--- config.mk ---
export PLATFORM = sky130hd
export DESIGN_NAME = uart_tx_scheduler
export DESIGN_NICKNAME = d
export VERILOG_FILES = /design/src/rtl/uart_tx_scheduler.sv
export SDC_FILE = /design/constraint.sdc
export NUM_CORES = 1
export LEC_CHECK = 0
export ABC_AREA = 1
export BUFFER_PORTS_ARGS = -buffer_cell sky130_fd_sc_hd__buf_2
export CORE_MARGIN = 2
export CORE_UTILIZATION = 49
export CTS_CLUSTER_DIAMETER = 30
export DETAILED_ROUTE_END_ITERATION = 10
export MAX_ROUTING_LAYER = met4
export PLACE_DENSITY = 0.74
export REMOVE_ABC_BUFFERS = 1
export SYNTH_ARGS = -nofsm -noshare
export SYNTH_HDL_FRONTEND = slang
export SYNTH_SLANG_ARGS = --single-unit
--- constraint.sdc ---
create_clock -name src_clk -period 4.3 [get_ports src_clk]
set_input_delay 0.43 -clock src_clk [delete_from_list [all_inputs] [get_ports src_clk]]
set_output_delay 0.43 -clock src_clk [all_outputs]
set_load 0.05 [all_outputs]
--- src/rtl/uart_tx_scheduler.sv ---
// rtl/uart_tx_scheduler.sv - shares the UART transmitter between RX echo and manual sends
module uart_tx_scheduler #(
    parameter int FIFO_DEPTH    = 4,
    parameter int ADDR_W        = 2,
    parameter int START_TIMEOUT = 20000
) (
    input  logic              src_clk,
    input  logic              rst_n,
    input  logic              enable,
    input  logic              rx_bussy,
    input  logic [7:0]        rx_data,
    input  logic              man_req,
    input  logic [7:0]        man_data,
    input  logic              tx_bussy,
    output logic              tx_send,
    output logic [7:0]        tx_data,
    output logic              grant_src,
    output logic [ADDR_W:0]   fifo_count,
    output logic              overflow,
    output logic              timeout_err,
    output logic              ctrl_busy
);

    localparam int TMR_W = $clog2(START_TIMEOUT + 1);

    typedef enum logic [1:0] {IDLE, SEND, WAIT_DONE} state_t;

    state_t              state, state_nxt;
    logic                bsy_m, bsy_s;
    logic                rx_bussy_d, man_req_d;
    logic [7:0]          mem [FIFO_DEPTH];
    logic [ADDR_W-1:0]   wr_ptr, rd_ptr;
    logic                pending;
    logic [7:0]          man_byte;
    logic                last_grant;
    logic [TMR_W-1:0]    timer;

    logic rx_push, man_rise, echo_rdy, fifo_full;
    logic grant, pick_man, pop, push_ok, timeout_hit;

    assign rx_push   = rx_bussy_d & ~rx_bussy;
    assign man_rise  = man_req & ~man_req_d;
    assign echo_rdy  = (fifo_count != '0);
    assign fifo_full = (fifo_count == (ADDR_W+1)'(FIFO_DEPTH));
    assign pop       = grant & ~pick_man;
    // A full FIFO still accepts a byte when the same edge pops the head.
    assign push_ok   = rx_push & (~fifo_full | pop);
    assign ctrl_busy = (state != IDLE);

    always_comb begin
        state_nxt   = state;
        grant       = 1'b0;
        pick_man    = 1'b0;
        tx_send     = 1'b0;
        timeout_hit = 1'b0;
        case (state)
            IDLE: begin
                if (enable && (echo_rdy || pending)) begin
                    grant     = 1'b1;
                    pick_man  = (echo_rdy && pending) ? ~last_grant : pending;
                    state_nxt = SEND;
                end
            end
            SEND: begin
                if (bsy_s) begin
                    state_nxt = WAIT_DONE;
                end else begin
                    tx_send = 1'b1;
                    if (timer == TMR_W'(START_TIMEOUT - 1)) begin
                        timeout_hit = 1'b1;
                        state_nxt   = IDLE;
                    end
                end
            end
            WAIT_DONE: begin
                if (!bsy_s) state_nxt = IDLE;
            end
            default: state_nxt = IDLE;
        endcase
    end

    always_ff @(posedge src_clk) begin
        if (!rst_n) begin
            state       <= IDLE;
            bsy_m       <= 1'b0;
            bsy_s       <= 1'b0;
            rx_bussy_d  <= 1'b0;
            man_req_d   <= 1'b0;
            wr_ptr      <= '0;
            rd_ptr      <= '0;
            fifo_count  <= '0;
            pending     <= 1'b0;
            man_byte    <= 8'h00;
            last_grant  <= 1'b1;
            timer       <= '0;
            tx_data     <= 8'h00;
            grant_src   <= 1'b0;
            overflow    <= 1'b0;
            timeout_err <= 1'b0;
        end else begin
            state      <= state_nxt;
            bsy_m      <= tx_bussy;
            bsy_s      <= bsy_m;
            rx_bussy_d <= rx_bussy;
            man_req_d  <= man_req;
            timer      <= grant ? '0 : timer + TMR_W'(1);

            if (push_ok) wr_ptr <= wr_ptr + ADDR_W'(1);
            if (pop)     rd_ptr <= rd_ptr + ADDR_W'(1);
            if (rx_push && !push_ok) overflow <= 1'b1;
            if (push_ok && !pop)      fifo_count <= fifo_count + (ADDR_W+1)'(1);
            else if (!push_ok && pop) fifo_count <= fifo_count - (ADDR_W+1)'(1);

            // A request arriving while one is still pending is dropped silently.
            if (grant && pick_man) begin
                pending <= 1'b0;
            end else if (man_rise && !pending) begin
                pending  <= 1'b1;
                man_byte <= man_data;
            end

            if (grant) begin
                tx_data    <= pick_man ? man_byte : mem[rd_ptr];
                grant_src  <= pick_man;
                last_grant <= pick_man;
            end
            if (timeout_hit) timeout_err <= 1'b1;
        end
    end

    always_ff @(posedge src_clk) begin
        if (rst_n && push_ok) mem[wr_ptr] <= rx_data;
    end

endmodule

==> results.toml <==
[layout]
fillerInstances = 608
drive_gt1_share_pct = 16.4
antenna_cells = 0
fin_nets = 445
multi_input_area_mm2 = 0.00119
stdcell_area_mm2 = 0.00391
area_growth_pct = 14.1
seq_area_mm2 = 0.00198

[clocking]
cts_hold_buf = 0
cts_buffers = 9
cts_resized = 0
worstSkewPairLatency_ps = 350
cts_tree = "built"
clock-root-buffer = "clkbuf_8"
clk_pin_slew_ps = 80
cts-htree-levels = 3
cts_buffer_depth = 2
cts_sinks = 83
post_cts_buffers = 0

[synth]
synth.area.top_cells = "dfxtp_1, edfxtp_1, nand2_1"
syn_area_mm2 = 0.00343
synth_cells = 379
synth_top_area_cell = "dfxtp_1"
ys_ff_latch = 83
synth_top_area_share_pct = 29.8
synth-seq-area-share_pct = 57.9
synth_warnings = 0
syn_avg_cell_area_um2 = 9.04
synth_cell_types = 32

[setup_path]
path_class = "flip-flop to flip-flop"
crit_path_end_kind = "flip-flop"
critPathMaxFanout = 9
worstSetupEndpoint = "fifo_count[2]$_SDFFE_PN0P_"
reg2reg_to = "fifo_count[2]$_SDFFE_PN0P_"
crit_path_top_delay_cell = "dfxtp_1"
worst-path-buf-inv = 1
cp_num_cells = 11
worstSetupStartpoint = "fifo_count[0]$_SDFFE_PN0P_"
rrSetupSlack_ps = 2070
required_ps = 4540
crit_family = "compound AO/OA/AOI/OAI gates"
rr_worst_depth = 11
critPathLaunchType = "flip-flop"
crit_path_cell_trace = "nor2_2, nand2_1, o2111ai_4, a21boi_2, ha_1, inv_1, fa_1, a21oi_1, o21ai_0, o21ai_0, a21oi_1"
worstPathArrival_ps = 2470
r2r-start = "fifo_count[0]$_SDFFE_PN0P_"
cp_slowest_stage_delay_ps = 450

[job]
cap_violations = 0

[floorplanning]
die_y_um = 87.6
die-area_mm2 = 0.00768
ios = 38
start_util_pct = 50.4
die_width_um = 87.6
core_mm2 = 0.00679
rows = 30

[run_status]
outcome = "finished clean"

[global_route]
grt_max_degree = 30
grt_pass1_wl_mm = 10.2
grt_pass1_vias = 2280
antenna_found_initial = 0
grt_overflow_total = 0
groute.usage.overall_pct = 18.0

[detailed_routing]
viasPerCell = 4.83
wl_met2_mm = 2.87
wl_met1_mm = 3.06
wl_per_cell_um = 12.2
met3RoutedLength_um = 257
drt_pass1_iterations = 5
drt_iter0_drc = 175
num_vias = 2497
top_layer = "met4"
final_antenna_net_count = 0
drc_errors = 0
wl_mm = 6.29

[timing]
post-route-period-util_pct = 51.8
min_period_ps = 2230
max_freq_ghz = 0.449
final-setup-viol-count = 0
worst_pin_slew_ps = 675
fin_skew_ps = 11.5
slew-limit-headroom_pct = 54.8
hold_viol_final = 0
setup-tns-final_ps = 0
maxSlewViolCount = 0
rsz0062_at_grt = "false"

[pwr]
power_density_mw_per_mm2 = 567
ir_drop_mv = 0.517
static-leakage-power_uw = 0.00162

[worst_hold_path]
hp-class = "input pin to flip-flop"

[place]
portBuffers = 37
hpwl_mm = 4.43
place.gp.congestion = 0.895
dpl_cell_area_mm2 = 0.00367
cell usage after synthesis (all sizes together):
library cell,instances
nand2,63
nor2,58
inv,52
dfxtp,51
o21ai,39
edfxtp,32
a21oi,26
nand3,20
buf,9
ha,6
xor2,5
nor3,3
xnor2,3
a211oi,2
clkbuf,2
nand4,2
a21boi,1
a31oi,1
fa,1
nand3b,1
nor3b,1
o2111ai,1
area by class of cell:
class | instances | area share, %
timing repair buffer | 37 | 4.74
sequential | 83 | 50.7
inverter | 52 | 4.99
clock inverter | 7 | 2.98
tap | 96 | 3.07
clock buffer | 9 | 3.17
multi-input combinational | 233 | 30.3
metal layers:
| layer | track usage (%) | vias to the layer above |
|---|---|---|
| met1 | 22.7 | 1150 |
| met3 | 3.39 | 8 |
| li1 | - | 1297 |
| met5 | - | - |
| met2 | 28.2 | 42 |
| met4 | 7.97 | 0 |
power by group:
group          switching [uW]  total, uW  internal, uW
logic                     423        588           166
registers                73.2        967           894
clock network             276        660           383
registers in the layout, summed over array words and instances (netlist names), 2 cells and up, named ones only:
register and cells:
fifo_count 3, man_byte 8, mem 32, rd_ptr 2, state 2, timer 15, tx_data 8, wr_ptr 2
worst reg2reg max path, delay by kind of cell (launching register included):
family	cells	cell delay, ps
AO/OA/AOI/OAI	6	860
buffers and inverters	1	70
AND/OR/NAND/NOR	2	200
flip-flops	1	450
adder cells (fa/ha/maj)	2	540
cell families after synthesis:
group	Yosys count	share of synthesized area, %
xor+xnor	8	2.05
buf+inv	63	7.52
compound gates	70	11.2
flops	83	57.9
simple gates	148	18.6
fa+ha+maj	7	2.78
how the worst min path moves through the flow:
stage,start,to,cells after the start,slack [ps]
after floorplan,bsy_m$_SDFF_PN0_,bsy_s$_SDFF_PN0_,2,390
after global placement,bsy_m$_SDFF_PN0_,bsy_s$_SDFF_PN0_,2,400
after detailed placement,bsy_m$_SDFF_PN0_,bsy_s$_SDFF_PN0_,2,410
after CTS,tx_bussy,bsy_m$_SDFF_PN0_,3,270
after global routing,tx_bussy,bsy_m$_SDFF_PN0_,3,280
final,tx_bussy,bsy_m$_SDFF_PN0_,3,270
layout by cell type, fill, tap and decap left out, types with 7 or more instances in the layout:
| master | netlist | routed |
|---|---|---|
| inv_1 | 48 | 48 |
| nor2_2 | 7 | 7 |
| a21oi_1 | 26 | 26 |
| clkbuf_8 | 0 | 9 |
| buf_2 | 7 | 37 |
| edfxtp_1 | 32 | 32 |
| nand2_1 | 61 | 61 |
| nand3_1 | 19 | 19 |
| o21ai_0 | 34 | 34 |
| dfxtp_1 | 51 | 51 |
| nor2_1 | 50 | 50 |
metrics by stage:
| step | instances | hold slack, ps | setup slack (ps) | util, % | total power (uW) |
|---|---|---|---|---|---|
| 2_1_floorplan | 368 | 390 | 1930 | - | 1420 |
| 3_3_place_gp | 501 | 398 | 2130 | 54.0 | 1560 |
| 3_5_place_dp | 501 | 409 | 2030 | 54.0 | 1570 |
| 4_1_cts | 517 | 272 | 2080 | 57.5 | 2220 |
| 5_1_grt | 517 | 279 | 1810 | 57.5 | 2340 |
| 6_report | 517 | 268 | 2070 | 57.5 | 2220 |
Power figures use the tool's default switching activity.
